===== config.mk =====
export PLATFORM = sky130hd
export DESIGN_NAME = im_result_streamer
export DESIGN_NICKNAME = d
export VERILOG_FILES = /design/src/rtl/im_result_streamer.sv
export SDC_FILE = /design/constraint.sdc
export NUM_CORES = 1
export LEC_CHECK = 0
export ABC_CLOCK_PERIOD_IN_PS = 129900
export BUFFER_PORTS_ARGS = -buffer_cell sky130_fd_sc_hd__buf_2
export CORE_AREA = 2 2 473 475
export CTS_BUF_LIST = sky130_fd_sc_hd__clkbuf_8
export DETAILED_ROUTE_END_ITERATION = 8
export DIE_AREA = 0 0 475 477
export SYNTH_ARGS = -nofsm -noshare
export SYNTH_HDL_FRONTEND = slang
export SYNTH_SLANG_ARGS = --single-unit
export TNS_END_PERCENT = 5

===== constraint.sdc =====
create_clock -name clk -period 129.9 [get_ports clk]
set_input_delay 25.98 -clock clk [delete_from_list [all_inputs] [get_ports clk]]
set_output_delay 25.98 -clock clk [all_outputs]
set_load 0.03 [all_outputs]

===== src/rtl/im_result_streamer.sv =====
// im_result_streamer
// Captures the 18-cell IM and tao result vectors from the calculator in a
// single cycle and replays them as a serial stream of one cell per beat, in
// cell order. busy is high while a captured vector is still being streamed,
// which holds off the issuer until the stream has drained.
//
// Handshake: a beat transfers on any rising clk edge where out_valid and
// out_ready are both high. While out_valid is high and no transfer happens,
// out_im/out_tao/out_idx/out_last hold steady. out_valid only drops after a
// transfer or on rst.
//
// Optional build macro IM_STREAM_SKIP_ZERO_EN: only cells whose tao is
// nonzero (+0.0 and -0.0 both count as zero) are emitted. out_idx still
// reports the original cell index. A vector with no nonzero tao emits no
// beats and only pulses done.
module im_result_streamer #(
    parameter int FLOAT_WIDTH = 32,
    parameter int NUM_CELLS   = 18
) (
    input  logic                           clk,
    input  logic                           rst,
    input  logic [NUM_CELLS*FLOAT_WIDTH-1:0] im_in,
    input  logic [NUM_CELLS*FLOAT_WIDTH-1:0] tao_in,
    input  logic                           data_valid_in,
    output logic                           out_valid,
    input  logic                           out_ready,
    output logic [FLOAT_WIDTH-1:0]         out_im,
    output logic [FLOAT_WIDTH-1:0]         out_tao,
    output logic [4:0]                     out_idx,
    output logic                           out_last,
    output logic                           done,
    output logic                           busy,
    output logic                           overflow,
    input  logic                           clr_overflow
);

    typedef enum logic {IDLE = 1'b0, STREAM = 1'b1} state_t;

    state_t state, state_nxt;

    logic [FLOAT_WIDTH-1:0] im_mem  [NUM_CELLS];
    logic [FLOAT_WIDTH-1:0] tao_mem [NUM_CELLS];

    logic [4:0] idx_q;
    logic       done_q;
    logic       overflow_q;

    logic       hs;
    logic       final_hs;
    logic       capture;
    logic       drop;

    // first_idx: first cell of the vector being captured now
    // next_idx : cell following the current one in the stream
    // last_idx : final cell of the vector currently held
    // any_cell : the vector being captured now has at least one beat
    logic [4:0] first_idx;
    logic [4:0] next_idx;
    logic [4:0] last_idx;
    logic       any_cell;

`ifdef IM_STREAM_SKIP_ZERO_EN
    logic [NUM_CELLS-1:0] mask_in;
    logic [NUM_CELLS-1:0] mask_q;

    // Lowest set bit of m at or above position from (0 when none).
    function automatic logic [4:0] find_up(input logic [NUM_CELLS-1:0] m, input int from);
        logic [4:0] r;
        r = '0;
        for (int c = NUM_CELLS - 1; c >= 0; c--) begin
            if (m[c] && c >= from) r = 5'(c);
        end
        return r;
    endfunction

    // Highest set bit of m (0 when none).
    function automatic logic [4:0] find_top(input logic [NUM_CELLS-1:0] m);
        logic [4:0] r;
        r = '0;
        for (int c = 0; c < NUM_CELLS; c++) begin
            if (m[c]) r = 5'(c);
        end
        return r;
    endfunction

    // A cell is kept when its tao magnitude bits are nonzero; the sign bit is
    // ignored so that -0.0 is treated like +0.0.
    always_comb begin
        mask_in = '0;
        for (int c = 0; c < NUM_CELLS; c++) begin
            mask_in[c] = (tao_in[c*FLOAT_WIDTH +: FLOAT_WIDTH-1] != '0);
        end
    end

    // Keep-mask of the held vector, latched together with the data.
    always_ff @(posedge clk) begin
        if (capture) mask_q <= mask_in;
    end

    assign first_idx = find_up(mask_in, 0);
    assign any_cell  = |mask_in;
    assign next_idx  = find_up(mask_q, int'(idx_q) + 1);
    assign last_idx  = find_top(mask_q);
`else
    localparam logic [4:0] LAST_CELL = 5'(NUM_CELLS - 1);

    assign first_idx = '0;
    assign any_cell  = 1'b1;
    assign next_idx  = idx_q + 5'd1;
    assign last_idx  = LAST_CELL;
`endif

    assign hs       = out_valid && out_ready;
    assign final_hs = hs && out_last;
    // A new vector is accepted when idle, or on the final handshake so that
    // back-to-back vectors stream without a gap.
    assign capture  = data_valid_in && ((state == IDLE) || final_hs);
    assign drop     = data_valid_in && (state == STREAM) && !final_hs;

    // State register.
    always_ff @(posedge clk) begin
        if (rst) state <= IDLE;
        else     state <= state_nxt;
    end

    // Next-state logic.
    always_comb begin
        state_nxt = state;
        case (state)
            IDLE:    if (capture && any_cell) state_nxt = STREAM;
            STREAM:  if (final_hs)            state_nxt = (capture && any_cell) ? STREAM : IDLE;
            default: state_nxt = IDLE;
        endcase
    end

    // Output decode from state and the current cell pointer.
    always_comb begin
        out_valid = (state == STREAM);
        busy      = (state == STREAM);
        out_last  = (state == STREAM) && (idx_q == last_idx);
        out_idx   = idx_q;
        out_im    = im_mem[idx_q];
        out_tao   = tao_mem[idx_q];
        done      = done_q;
        overflow  = overflow_q;
    end

    // Latch both full vectors on capture; contents are don't-care out of reset.
    always_ff @(posedge clk) begin
        if (capture) begin
            for (int c = 0; c < NUM_CELLS; c++) begin
                im_mem[c]  <= im_in[c*FLOAT_WIDTH +: FLOAT_WIDTH];
                tao_mem[c] <= tao_in[c*FLOAT_WIDTH +: FLOAT_WIDTH];
            end
        end
    end

    // Cell pointer: load first cell on capture, advance on each transfer.
    always_ff @(posedge clk) begin
        if (rst)           idx_q <= '0;
        else if (capture)  idx_q <= first_idx;
        else if (final_hs) idx_q <= '0;
        else if (hs)       idx_q <= next_idx;
    end

    // done pulses after the final transfer, or right away for an empty vector.
    always_ff @(posedge clk) begin
        if (rst) done_q <= 1'b0;
        else     done_q <= final_hs || (capture && !any_cell);
    end

    // Sticky overflow on a dropped vector; a new drop beats a clear.
    always_ff @(posedge clk) begin
        if (rst)               overflow_q <= 1'b0;
        else if (drop)         overflow_q <= 1'b1;
        else if (clr_overflow) overflow_q <= 1'b0;
    end

endmodule


# ---- Word level (Yosys, flattened, before mapping)
# Memory sizes are Yosys's and may differ from the RTL's. A register that Yosys moved wholly into a read port is not among the register bits.
# Cells that the tools add are included.
dict set report classes {
  mux 10
  eq_ne 1
  reduce_logical 10
  bitwise_logic 1
  n_addsub 1
}
# op n
set ops {}
lappend ops {{$mux W5} 4}
lappend ops {{$logic_and A1 B1 Y1} 6}
lappend ops {{$add A5 B1 Y5 const B} 1}
lappend ops {{$eq A5 B5 Y1 const B} 1}
lappend ops {{$mux W1} 5}
lappend ops {{$reduce_or A3 Y1} 1}
lappend ops {{$pmux W1 S2} 1}
lappend ops {{$reduce_bool A2 Y1} 1}
lappend ops {{$logic_not A1 Y1} 1}
lappend ops {{$logic_or A1 B1 Y1} 1}
lappend ops {{$not A1 Y1} 1}
dict set report word_totals {
  memories 2
  out_inout_bits 74
  ramBits 1152
  inputBits 1157
  ff_bits 8
}
# memory words word_bits read_ports rd_clocked_by_memory_dff wr line_no
set mem_list {}
lappend mem_list {im_mem 18 32 1 1 18 41} ;# logic [FLOAT_WIDTH-1:0] im_mem [NUM_CELLS];
lappend mem_list {tao_mem 18 32 1 1 18 42} ;# logic [FLOAT_WIDTH-1:0] tao_mem [NUM_CELLS];

# ---- Depth between registers and ports, before layout
# Gate-level depths: netlist (run 1).
dict set report logic_depth {
  ltp_word 8
  ltp_mapped 8
  mapped_depth_nobuf 6
}

# ---- Worst setup path before layout (run 1)
# No wires, ideal clock.
dict set report synth_path {
  path_kind {input port to flip-flop}
  from {in out_ready}
  to {mem im_mem[0][0], enable pin}
  t_required_ns 125.444
  n_path_buf 1
  path_stages 4
  t_arrival_ns 109.047
  slack_ns 16.396
  cell_sequence {and2_1 clkbuf_1 nand2_1 a21boi_0}
}
# element line_no
set synth_lines {}
lappend synth_lines {{start, declared} 26} ;# input logic out_ready,
lappend synth_lines {{end, declared} 41}

==> results.cfg, run 1 <==
[global_route]
grt_first_pass_wirelength_mm = 241
grt_use_total = 0.156
grt_max_degree = 168
grt_pass1_vias = 29192
antenna_found_initial = 100
gr-total-overflow = 0

[timing]
hold_slack_ns = 0.488
tightest_slew_ns = 1.20
timing.final.crit_share = 0.257
max_freq_mhz = 30.0
worst_clock_skew_ns = 0.0372
setup_ws_ns = 96.54
finalSetupViolCount = 0
layout_min_cycle_time_ns = 33.36
drv_slew = 0
relSlewSlack = 0.202
hold_viol = 0
tns_ns = 0
grt_setup_unrepaired = no

[clocking]
h-tree-depth = 4
clock-sinks = 1165
cts_tree = done
cts_hold_buf = 0
clockBufferDepth = 3
path_clk_slew_ns = 0.06
numCtsBuffers = 202
cts_resized = 0
cts_setup_buffers = 0
cts_root_buf = clkbuf_8
clk_latency_ns = 0.92

[yosys]
synth_compound_area_frac = 0.0281
ys.flop_type = edfxtp_1
synth_seq_cells = 1165
seq_area_frac_synth = 0.785
synth.avg_cell_area_um2 = 18.9
syn_area_um2 = 44400
synth_fp_nets = 3512
synth-simple-area-share = 0.0351
async_flop_share = 0
yosys.area_share.adder = 0.000564
yosys_warnings = 0
synth.area.mux_share = 0.136
synth_xor_xnor_area_share = 0.000789
synth_edf_count = 1152
yosysUniqueCellTypes = 32
synth_top_family_by_area = multiplexers
syn-instance-count = 2353

[final_layout]
final_area_um2 = 58100
fill_cells = 22842
final_util = 0.263
area_delta_synth_final_pct = 31.0
drive_gt1_frac = 0.434
nets = 4867

[setup_path]
crit_end = im_mem[1][15]
worstPathArrival_ns = 33.87
crit_chain = buf_2, and2_1, nand2_1, a21boi_4, buf_4, buf_4, buf_4, buf_4, buf_4, buf_4, buf_4
crit_path_frequent_cell = buf_4
path_buf_inv = 8
cp_max_fo = 89
path_depth = 11
required_ns = 130.42
cp-startpoint = out_ready
crit_family = buffers and inverters
r2r-start = busy
r2r_cells = 10
cp-end-kind = flop
crit_path_start_kind = input port
crit_slowest_cell = buf_4
worst-setup-path-type = in2reg
rrSetupSlack_ns = 120.80
critical-path-max-stage-delay_ns = 0.97
r2r-end = im_mem[1][15]

[placement]
numPortBuffers = 1230
gp_congestion = 0.924
place_ws_ns = 95.57
hpwl_mm = 140
dpl-instance-area_um2 = 54100

[outcome]
status = finished clean

[detailed_routing]
wire_per_inst_um = 26.9
first_pass_iters = 6
drcViolationCount = 0
antenna_left = 0
num_vias = 28758
drtIter0Drc = 2543
vias_per_cell = 4.15
route.final.wire_length_mm = 186

[floorplan]
coreArea_um2 = 221000
fp-row-count = 173
die_w_um = 475
ioPinCount = 1231
fp.dieH_um = 477
fp.dieArea_um2 = 227000
start_util = 0.200

[pwr]
p_per_area_nw_per_um2 = 14.4
power.leakage_uw = 0.0207
peakVddDrop_mv = 0.0102

[run]
maxCapViolations = 0

[hold_path]
hold_path.class = reg2reg
## worst reg2reg max path, cell delays in order, from the launching register on
cell	delay [ns]
dfxtp_1	0.82
and2_1	0.65
nand2_1	0.33
a21boi_4	0.54
buf_4	0.98
buf_4	0.97
buf_4	0.89
buf_4	0.85
buf_4	0.83
buf_4	0.81
buf_4	0.99
## where the power goes
group	total (uW)	switching [uW]	internal, uW	leakage (uW)
logic	61.7	37.6	24.1	0.00744
clock network	328	164	164	0.00214
registers	447	7.88	439	0.0111
## flip-flops by register name (all words and copies together) (netlist names), named ones only
register and cells:
done 1, out_idx 5, overflow 1, tao_mem 576, im_mem 576, busy 1
## cells in the mapped netlist (7+ instances only)
cell / n / share of area
buf_6: 7 / 0.0018
o22ai_1: 63 / 0.0089
edfxtp_1: 1152 / 0.78
mux4_2: 65 / 0.033
nand2_1: 192 / 0.016
a21oi_1: 65 / 0.0073
nand4_1: 65 / 0.0092
mux2i_1: 383 / 0.086
nor2_1: 9 / 0.00076
a22oi_1: 65 / 0.011
dfxtp_1: 13 / 0.0059
mux2_2: 64 / 0.016
buf_2: 67 / 0.0076
nand3_1: 63 / 0.0071
buf_1: 8 / 0.00068
clkbuf_1: 45 / 0.0038
## cell usage in the layout (no fill, tap or decap), types with 22 or more instances in the layout
cell type,count
buf_2,1230
edfxtp_1,1152
mux2i_1,383
clkbuf_8,202
nand2_1,192
diode_2,70
mux4_2,65
a22oi_1,65
nand4_1,65
a21oi_1,65
mux2_2,64
o22ai_1,63
nand3_1,63
clkinv_1,63
inv_1,55
buf_4,48
clkinv_2,22
## cell families after synthesis
| group | after synthesis |
|---|---|
| muxes | 512 |
| and+or+nand+nor | 340 |
| DFF | 1165 |
| buffers and inverters | 132 |
| xor gates and xnor gates | 4 |
| AOI/OAI and AO/OA | 198 |
| adders and majority gates | 2 |
## area by class of cell
type | instances | area, um2 | share of cell area
Clock inverter | 171 | 1070 | 0.0184
Antenna cell | 70 | 175 | 0.00301
Sequential cell | 1165 | 34900 | 0.600
Inverter | 3 | 11.3 | 0.000194
Multi-Input combinational cell | 1056 | 8950 | 0.154
Tap cell | 2975 | 3720 | 0.0640
Timing Repair Buffer | 1280 | 6560 | 0.113
Clock buffer | 202 | 2780 | 0.0478
## through the flow
stage	power, uW	instances
final	837	6922
after detailed placement	517	6479
after global placement	515	6479
after global routing	868	6888
after floorplan	553	2353
after CTS	848	6852
## worst min-delay path by stage
stage | start | end | slack [ns] | cells past startpoint
6_report | overflow | overflow | 0.49 | 2
5_1_grt | overflow | overflow | 0.54 | 2
4_1_cts | overflow | overflow | 0.50 | 2
3_5_place_dp | overflow | overflow | 0.48 | 2
3_3_place_gp | overflow | overflow | 0.48 | 2
2_1_floorplan | out_idx[1] | flop | 0.66 | 2
## routing by layer
metal,vias up,GRT usage,routed length [um]
met5,-,0,267
met2,1731,0.263,89800
met3,398,0.0497,18400
met1,14323,0.182,69500
li1,12266,-,-
met4,40,0.0663,7970
(Power assumes the default switching activity.)
==> run 2: changes to the inputs <==
--- a/config.mk
+++ b/config.mk
@@ -5,7 +5,7 @@
 export SDC_FILE = /design/constraint.sdc
 export NUM_CORES = 1
 export LEC_CHECK = 0
-export ABC_CLOCK_PERIOD_IN_PS = 129900
+export ABC_CLOCK_PERIOD_IN_PS = 34400
 export BUFFER_PORTS_ARGS = -buffer_cell sky130_fd_sc_hd__buf_2
 export CORE_AREA = 2 2 473 475
 export CTS_BUF_LIST = sky130_fd_sc_hd__clkbuf_8
==> constraint.sdc (replaced) <==
create_clock -name clk -period 34.4 [get_ports clk]
set_input_delay 6.88 -clock clk [delete_from_list [all_inputs] [get_ports clk]]
set_output_delay 6.88 -clock clk [all_outputs]
set_load 0.03 [all_outputs]
==> results.cfg, run 2 (synthesized netlist as in run 1, its figures left out) <==
[final_layout]
area_delta_synth_final_pct = 31.1
final_cell_mix = buf_2 (1230), edfxtp_1 (1152), mux2i_1 (383), clkbuf_8 (199), nand2_1 (192)
nets = 4863
multi_input_area_um2 = 8950
final_common_cell = buf_2
regArea_um2 = 34900
fill_cells = 22831
fin_cells = 6911
drive_gt1_frac = 0.434
final_area_um2 = 58200

[pwr]
power_uw = 3160
power.leakage_uw = 0.0207
p_int_uw = 2390
peakVddDrop_mv = 0.0378
seqPwrFrac = 0.534
switching_share = 0.244
combPwrFrac = 0.073
p_per_area_nw_per_um2 = 54.2
p_sw_uw = 770
p_clk_frac = 0.392

[setup_path]
crit_path_start_kind = input port
cp_max_fo = 179
required_ns = 34.89
worstPathArrival_ns = 12.59
worst-setup-path-type = in2reg
cp-end-kind = flop

[floorplan]
ioPinCount = 1231
die_w_um = 475
fp.dieArea_um2 = 227000
start_util = 0.200
coreArea_um2 = 221000
fp.dieH_um = 477
fp-row-count = 173

[outcome]
status = finished clean

[clocking]
cts_resized = 0
clockBufferDepth = 3
cts_tree = done
clk_latency_ns = 0.92
h-tree-depth = 4
cts_hold_buf = 0
cts_root_buf = clkbuf_8
cts_setup_buffers = 0
clock-sinks = 1165
numCtsBuffers = 197
path_clk_slew_ns = 0.06

[placement]
dpl-instance-area_um2 = 54100
gp_congestion = 0.894
numPortBuffers = 1230
hpwl_mm = 142
dp.cells = 6480

[detailed_routing]
m1WireLength_mm = 67.3
num_vias = 28621
drcViolationCount = 0
wire_per_inst_um = 26.9
drtIter0Drc = 2676
first_pass_iters = 5
route.met3.wl_mm = 19.5
vias_per_cell = 4.14
dr_wl_met2_mm = 90.7
antenna_left = 0
route.final.wire_length_mm = 186
maxUsedRoutingLayer = met5

[run]
maxCapViolations = 0

[timing]
relSlewSlack = 0.251
grt_setup_unrepaired = no
hold_slack_ns = 0.541
drv_slew = 0
hold_viol = 0
max_freq_mhz = 82.7
layout_min_cycle_time_ns = 12.10
worst_clock_skew_ns = 0.0571
tightest_slew_ns = 1.12
timing.final.crit_share = 0.352
finalSetupViolCount = 0
tns_ns = 0

[hold_path]
hold_path.class = reg2reg

[global_route]
grt_pass1_vias = 28907
antenna_found_initial = 126
grt_use_total = 0.156
grt_max_degree = 180
grt_first_pass_wirelength_mm = 240
gr-total-overflow = 0
-- run 2: power groups by stage --
stage / Sequential [uW] / Clock (uW) / Combinational [uW]
after floorplan: 1760 / 0 / 104
after global placement: 1710 / 0 / 231
after detailed placement: 1720 / 0 / 234
after CTS: 1690 / 1280 / 235
after global routing: 1690 / 1330 / 247
final: 1690 / 1240 / 231
-- run 2: final cells by class --
| type | count | area share |
|---|---|---|
| diodes | 75 | 0.00323 |
| repair buffers | 1281 | 0.113 |
| multi-input cells | 1056 | 0.154 |
| clock buffers | 199 | 0.0471 |
| inverters | 3 | 0.000194 |
| well taps | 2975 | 0.0640 |
| clock inverters | 157 | 0.0190 |
| flip-flops and latches | 1165 | 0.599 |
-- run 2: path summary, 6_finish.rpt --
kind                                  from  cells after the start       endpoint  slack (ns)
worst min-delay path              overflow                      2       overflow        0.54
worst max-delay path             out_ready                     10  im_mem[13][2]       22.30
worst min register to register    overflow                      2       overflow        0.54
worst max register to register  out_idx[0]                     10  im_mem[13][2]       27.62
-- run 2: routing by layer --
| metal | vias up | GRT usage |
|---|---|---|
| met5 | - | 0 |
| met4 | 66 | 0.0668 |
| met3 | 420 | 0.0547 |
| met2 | 1752 | 0.266 |
| met1 | 14115 | 0.176 |
| li1 | 12268 | - |
-- run 2: critical path, cell delays in order --
cell and delay [ns]:
buf_2 0.07, and2_1 0.33, nand2_1 0.26, a21boi_4 0.23
buf_12 0.73, buf_4 0.69, buf_4 0.72, buf_4 0.69
buf_12 0.57, buf_4 0.78
-- run 2: per-stage QoR --
stage               setup slack (ns)   util
floorplan                       7.66      -
global placement               21.65  0.245
detailed placement             21.50  0.245
CTS                            22.46  0.262
global route                   22.11  0.262
finish                         22.30  0.263
